## src/rtl/clk_div_bank.sv

```systemverilog
// Bank of independent programmable clock dividers with shadowed divisors.
// Ports: clk, reset (async high), wr_en/wr_ch/wr_div write path, ch_en, div_clk/tick/busy per channel.
module clk_div_bank #(
  parameter int NUM_CH  = 4,
  parameter int CNT_W   = 16,
  parameter int RST_DIV = 2,
  localparam int CH_W   = (NUM_CH > 1) ? $clog2(NUM_CH) : 1
) (
  input  logic              clk,
  input  logic              reset,
  input  logic              wr_en,
  input  logic [CH_W-1:0]   wr_ch,
  input  logic [CNT_W-1:0]  wr_div,
  input  logic [NUM_CH-1:0] ch_en,
  output logic [NUM_CH-1:0] div_clk,
  output logic [NUM_CH-1:0] tick,
  output logic [NUM_CH-1:0] busy
);

  localparam logic [CNT_W-1:0] RST_D = CNT_W'(RST_DIV);
  localparam logic [CNT_W-1:0] ONE   = CNT_W'(1);

  for (genvar i = 0; i < NUM_CH; i++) begin : g_ch
    logic [CNT_W-1:0] cnt_q, cnt_d;
    logic [CNT_W-1:0] div_q, div_d;
    logic [CNT_W-1:0] sdiv_q, sdiv_d;
    logic [CNT_W-1:0] div_eff;
    logic             pend_q, pend_d;
    logic             clk_q, clk_d;
    logic             tick_q, tick_d;
    logic             wr_hit, wrap, apply;

    always_comb begin
      // Out-of-range channels never match an index, so
      // such writes fall away without touching any state.
      wr_hit  = wr_en && (wr_ch == CH_W'(i)) &&
                (wr_div != '0);
      wrap    = (cnt_q == div_q - ONE);
      // A disabled channel has no period to protect,
      // so a pending divisor lands on the next edge.
      apply   = pend_q && (!ch_en[i] || wrap);
      div_eff = apply ? sdiv_q : div_q;
      cnt_d   = wrap ? '0 : cnt_q + ONE;
      clk_d   = (cnt_d < (div_eff >> 1));
      tick_d  = (cnt_d == '0);
      if (!ch_en[i]) begin
        cnt_d  = '0;
        clk_d  = 1'b0;
        tick_d = 1'b0;
      end
      div_d   = div_eff;
      // Apply consumes the old shadow value; a same-edge
      // write refills the shadow and keeps pending set.
      sdiv_d  = wr_hit ? wr_div : sdiv_q;
      pend_d  = wr_hit | (pend_q & ~apply);
    end

    always_ff @(posedge clk or posedge reset) begin
      if (reset) begin
        cnt_q  <= '0;
        div_q  <= RST_D;
        sdiv_q <= RST_D;
        pend_q <= 1'b0;
        clk_q  <= 1'b0;
        tick_q <= 1'b0;
      end else begin
        cnt_q  <= cnt_d;
        div_q  <= div_d;
        sdiv_q <= sdiv_d;
        pend_q <= pend_d;
        clk_q  <= clk_d;
        tick_q <= tick_d;
      end
    end

    assign div_clk[i] = clk_q;
    assign tick[i]    = tick_q;
    assign busy[i]    = pend_q;
  end

endmodule

```

## config.mk

```make
export PLATFORM = sky130hd
export DESIGN_NAME = clk_div_bank
export DESIGN_NICKNAME = d
export VERILOG_FILES = /design/src/rtl/clk_div_bank.sv
export SDC_FILE = /design/constraint.sdc
export NUM_CORES = 1
export LEC_CHECK = 0
export CAP_MARGIN = 20
export CORE_ASPECT_RATIO = 1.1
export CORE_MARGIN = 2
export CORE_UTILIZATION = 30
export CTS_CLUSTER_DIAMETER = 120
export DETAILED_ROUTE_END_ITERATION = 10
export SYNTH_ARGS = -nofsm -noshare
export SYNTH_HDL_FRONTEND = slang
export SYNTH_SLANG_ARGS = --single-unit
```

## constraint.sdc

```tcl
create_clock -name clk -period 9.7 [get_ports clk]
set_input_delay 1.94 -clock clk [delete_from_list [all_inputs] [get_ports clk]]
set_output_delay 1.94 -clock clk [all_outputs]
set_load 0.1 [all_outputs]
```

Yosys cells after proc, flatten, opt, wreduce, memory -nomap -nowiden

Cells that the tools add are included.

Div/mod/pow operators: 0
Shift-type cells: 0
Muxes and demuxes: 20
Equal/unequal tests: 7
Add/subtract/negate cells: 8
Magnitude comparators: 4
Multipliers: 0
Reduce and logical (&&, ||, !) cells: 26
Bitwise gates (word level): 12

Operators by type and width:

| operator                                             | count |
|---|---|
| 2-to-1 mux 16 bit                                    | 12 |
| adder 16 x 1 -> 16 bit (second input constant)       | 4 |
| equality test 16 bit                                 | 4 |
| logical NOT 16 bit                                   | 4 |
| < comparator 16 x 15 -> 1 bit                        | 4 |
| subtractor 16 x 1 -> 16 bit (second input constant)  | 4 |
| nonzero test 16 bit                                  | 1 |
| logical AND 1 bit                                    | 12 |
| 2-to-1 mux 1 bit                                     | 8 |
| bitwise AND 1 bit                                    | 4 |
| equality test 2 bit (second input constant)          | 2 |
| logical NOT 1 bit                                    | 4 |
| logical OR 1 bit                                     | 4 |
| inverter 1 bit                                       | 4 |
| bitwise OR 1 bit                                     | 4 |
| equality test 2 x 1 -> 1 bit (second input constant) | 1 |
| logical NOT 2 bit                                    | 1 |

Bits in writable memories: 0
Bits in latches: 0
Flip-flop bits (word level): 204
Logic and storage cells: 105
Memories kept: 0
Bits in read-only memories: 0

Longest topological paths before layout

Depth after elaboration: 7
Depth in mapped cells: 21

Worst setup path before layout

No wires, ideal clock.

Kind: register to register
From: register g_ch[0].div_q[1]
To: register g_ch[0].clk_q
Clock period less this slack: 4.515 ns
Stages on the path, launching flop included: 21
Setup time: 0.065 ns
Data arrival time: 4.451 ns
Buffers on the path: 3
Setup slack: 5.185 ns
Path through: dfstp_2 > clkbuf_1 > inv_1 > ha_1 > or4b_2 > nor3_1 > a2111oi_0 > nor4_1 > o2111ai_1 > a21boi_1 > buf_4 > buf_4 > mux2i_1 > ha_1 > nor2b_1 > o21ai_0 > nand2b_1 > a2111o_1 > a21oi_1 > o21a_1 > o21a_1

Cells in the longest elaborated chain, start to end: 7
Elaborated cells between the ends (all ways): 8
Those cells by class: add/sub: 1; order compare: 1; eq/ne: 1; mux: 3; reduce/logical: 2

Ends and longest elaborated chain:

| element                         | line | RTL |
|---|---|---|
| from (decl)                     | 25   | `logic [CNT_W-1:0] div_q, div_d;` |
| from (signal assigned)          | 68   | `div_q <= div_d;` |
| subtractor 16 x 1 -> 16 bit     | 38   | `wrap = (cnt_q == div_q - ONE);` |
| equality test 16 bit            | 38   |  |
| logical OR 1 bit                | 41   | `apply = pend_q && (!ch_en[i] \|\| wrap);` |
| logical AND 1 bit               | 41   |  |
| 2-to-1 mux 16 bit               | 42   | `div_eff = apply ? sdiv_q : div_q;` |
| < comparator 16 x 15 -> 1 bit * | 44   | `clk_d = (cnt_d < (div_eff >> 1));` |
| 2-to-1 mux 1 bit *              | 46   | `if (!ch_en[i]) begin` |
| net g_ch[0].clk_d               | 29   | `logic clk_q, clk_d;` |
| to (signal assigned)            | 71   | `clk_q <= clk_d;` |
| to (decl)                       | 29   |  |

The timed path passes the listed nets; every way through them passes the cells marked *.
A chain may end at the register's enable or synchronous reset.

Final worst setup path

From: register g_ch[1].div_q[3]
To: register g_ch[1].clk_q

Cells in the longest elaborated chain, start to end: 7
Elaborated cells between the ends (all ways): 8
Those cells by class: add/sub: 1; order compare: 1; eq/ne: 1; mux: 3; reduce/logical: 2

Ends and longest elaborated chain:

| element                         | line |
|---|---|
| from (decl)                     | 25 |
| from (signal assigned)          | 68 |
| subtractor 16 x 1 -> 16 bit     | 38 |
| equality test 16 bit            | 38 |
| logical OR 1 bit                | 41 |
| logical AND 1 bit               | 41 |
| 2-to-1 mux 16 bit               | 42 |
| < comparator 16 x 15 -> 1 bit * | 44 |
| 2-to-1 mux 1 bit *              | 46 |
| net g_ch[1].clk_d               | 29 |
| to (signal assigned)            | 71 |
| to (decl)                       | 29 |

Marks and branches as above.

==> results.json <==
{
  "run_status": "finished, final reports clean",
  "fin_skew_ps": 12.2,
  "top_level_ports": 37,
  "post_drt_wl_per_cell_microns": 16.4,
  "cts.repair.resized": 0,
  "detailedRoute.firstIterationViolations": 517,
  "clock_period_minus_worst_slack_ps": 5640,
  "cts.sinks": 204,
  "vias": 9923,
  "dieArea_sq_um": 45600,
  "postRouteAntennaNets": 0,
  "r2r_setup_slack_ps": 4060,
  "utilization": 0.338,
  "numCtsBuffers": 24,
  "final_replace_weighted_congestion": 0.889,
  "ff_latch_area_sq_um": 5110,
  "final_common_cell": "sky130_fd_sc_hd__dfrtp_1",
  "synth_seq_cells": 204,
  "cellLeakagePower_nw": 6.46,
  "worstSetupPathType": "register to register",
  "postSynth.topFlopCell": "sky130_fd_sc_hd__dfrtp_1",
  "intPower_mw": 1.96,
  "timing.reg2reg.worst_path_depth": 16,
  "drv_slew": 0,
  "worst-slew-pin-transition_ps": 996,
  "synthesis.instances": 1351,
  "die_w_microns": 204,
  "floorplan.core_area_sq_um": 43300,
  "antenna_found_initial": 2,
  "synthesis.yosys.warnings": 0,
  "switching_share": 0.351,
  "clockPowerShare": 0.293,
  "antenna-diode-count": 0,
  "post_synth_num_cell_types": 78,
  "rr_startpoint": "g_ch[1].div_q[3]",
  "multi_input_comb_area_sq_um": 7400,
  "worst_ep_arrival_time_ps": 6080,
  "ys_async_sr_fraction": 1.00,
  "hold_depth": 1,
  "mean_area_per_synthesized_cell_sq_um": 9.75,
  "netlist_area_sq_um": 13200,
  "total_switching_power_mw": 1.06,
  "worst-path-max-fanout": 21,
  "setup-tns-final_ps": 0,
  "totalWireLength_microns": 31500,
  "critical_path.reg2reg.endpoint": "g_ch[1].clk_q",
  "worst_ep_required_time_ps": 10140,
  "final_layout_size_suffix_gt1_frac": 0.115,
  "yosysSeqAreaShare": 0.388,
  "grt_first_pass_wirelength_microns": 52000,
  "total_power_mw": 3.02,
  "pwr-share-comb": 0.290,
  "grt_setup_unrepaired": "no",
  "globalRoute.totalOverflow": 0,
  "hold_path_startpoint": "g_ch[2].sdiv_q[0]",
  "drc_violations_left": 0,
  "tritoncts": "built",
  "max_cap_violations": 0,
  "initial_core_utilization": 0.304,
  "worstSkewPairLatency_ps": 530,
  "fillers": 4402,
  "via_per_inst": 5.16,
  "p_seq_frac": 0.417,
  "period_share": 0.581,
  "nNetsFinal": 1421,
  "timing.max_slew.rel_slack": 0.336,
  "first_global_vias": 9972,
  "die_height_microns": 224,
  "quantity_of_i_o_buffers_inserted_on_ports": 36,
  "dp.final_hpwl_microns": 23600,
  "worstSetupStartpointType": "register",
  "fmax_achieved_ghz": 0.177,
  "cts.clk_slew.worst_paths_ps": 60,
  "p_per_area_nw_per_um2": 206,
  "cts.repair_timing.setup_buffer_count": 0,
  "detailedRoute.firstPassIterationCount": 7,
  "vdd.ir_drop.worst_v": 0.000151,
  "pin_count_of_the_biggest_net_entering_global_routing": 129,
  "report.final.hold_viol_count": 0,
  "min_to": "g_ch[2].div_q[0]",
  "number_of_failing_setup_endpoints_in_the_final_timing_report": 0,
  "ctsRootBufferMaster": "sky130_fd_sc_hd__clkbuf_16",
  "grtUsageTotal": 0.140,
  "most_frequent_cells_in_the_layout": "sky130_fd_sc_hd__dfrtp_1, sky130_fd_sc_hd__nor2_1, sky130_fd_sc_hd__xnor2_1",
  "class_of_the_worst_hold_path": "register to register",
  "synth_enable_flop_cells": 0,
  "endpoint_kind": "register",
  "synth.net_count": 1440,
  "std_cell_rows": 80,
  "ctsHtreeMaxLevel": 1,
  "cts_max_path_buffers": 3,
  "postCtsHoldBufs": 0,
  "area.growth.synth_to_final_pct": 11.4
}
==> metal layers <==
| layer | global-route usage | vias to the layer above | routed length [microns] |
|---|---|---|---|
| met5 | 0 | - | 27 |
| met4 | 0.0480 | 4 | 973 |
| met3 | 0.0220 | 62 | 1520 |
| met2 | 0.236 | 239 | 14700 |
| met1 | 0.181 | 4854 | 14200 |
| li1 | - | 4764 | - |
==> metrics by stage <==
stage / cells / area (sq um) / setup slack (ps) / hold WS (ps)
global route: 1924 / 14700 / 3480 / 524
floorplan: 1351 / 13200 / 2210 / 444
finish: 1924 / 14700 / 4060 / 491
global placement: 1879 / 13900 / 4080 / 467
CTS: 1923 / 14600 / 4070 / 496
detailed placement: 1879 / 13900 / 4020 / 480
==> area by class of cell <==
class | count | area share
Multi-Input combinational cell | 1000 | 0.505
Sequential cell | 204 | 0.349
Tap cell | 574 | 0.0490
Clock buffer | 35 | 0.0473
Timing Repair Buffer | 43 | 0.0295
Inverter | 59 | 0.0156
Clock inverter | 9 | 0.00546
==> critical path: stages (launching register included) <==
cell                        delay (ps)
sky130_fd_sc_hd__dfrtp_1           480
sky130_fd_sc_hd__nor4_1            860
sky130_fd_sc_hd__nand4_1           210
sky130_fd_sc_hd__xnor2_1           200
sky130_fd_sc_hd__a2111oi_0         560
sky130_fd_sc_hd__a41o_1            650
sky130_fd_sc_hd__and2_1            880
sky130_fd_sc_hd__nor2b_1           140
sky130_fd_sc_hd__a21oi_1           170
sky130_fd_sc_hd__ha_1              260
sky130_fd_sc_hd__a21o_1            160
sky130_fd_sc_hd__a21o_1            170
sky130_fd_sc_hd__a21oi_1           190
sky130_fd_sc_hd__o311ai_0          150
sky130_fd_sc_hd__o21ai_0           180
sky130_fd_sc_hd__o211ai_1          100
sky130_fd_sc_hd__a31oi_1           170
==> Yosys cell counts, types with 30 or more instances <==
library cell / instances / share of area
sky130_fd_sc_hd__dfrtp_1: 196 / 0.37
sky130_fd_sc_hd__xor2_1: 54 / 0.036
sky130_fd_sc_hd__nand2_1: 45 / 0.013
sky130_fd_sc_hd__nor2_1: 164 / 0.047
sky130_fd_sc_hd__nand4_1: 30 / 0.014
sky130_fd_sc_hd__clkbuf_1: 54 / 0.015
sky130_fd_sc_hd__inv_1: 59 / 0.017
sky130_fd_sc_hd__mux2i_1: 61 / 0.046
sky130_fd_sc_hd__nand3_1: 38 / 0.014
sky130_fd_sc_hd__xnor2_1: 84 / 0.056
sky130_fd_sc_hd__nor3_1: 43 / 0.016
sky130_fd_sc_hd__mux2_2: 78 / 0.067
sky130_fd_sc_hd__ha_1: 64 / 0.061
==> kinds of logic after synthesis <==
logic type,share of synthesized area
compound gates,0.0840
xor+xnor,0.0936
fa+ha+maj,0.0608
buf+inv,0.0500
flops,0.388
mux,0.131
simple gates,0.192
==> how the worst max path moves through the flow <==
stage	start	end	slack, ps	cells after the start
2_1_floorplan	reset	g_ch[0].clk_q	2210	1
3_3_place_gp	ch_en[1]	g_ch[1].clk_q	4080	14
3_5_place_dp	ch_en[1]	g_ch[1].clk_q	4020	14
4_1_cts	g_ch[2].div_q[3]	g_ch[2].clk_q	4070	16
5_1_grt	g_ch[1].div_q[3]	g_ch[1].clk_q	3480	16
6_report	g_ch[1].div_q[3]	g_ch[1].clk_q	4060	16
==> state kept, by name (all words and copies together), names as in the netlist <==
register	cells
g_ch.div_q	64
g_ch.sdiv_q	64
g_ch.clk_q	4
g_ch.tick_q	4
g_ch.cnt_q	64
g_ch.pend_q	4
==> power groups by stage <==
stage | logic, mW | clock network (mW) | registers, mW
finish | 0.875 | 0.884 | 1.26
global route | 0.987 | 0.948 | 1.29
CTS | 0.874 | 0.914 | 1.26
detailed placement | 0.867 | 0 | 1.27
global placement | 0.844 | 0 | 1.27
floorplan | 0.785 | 0 | 1.14
(Power assumes the default switching activity.)
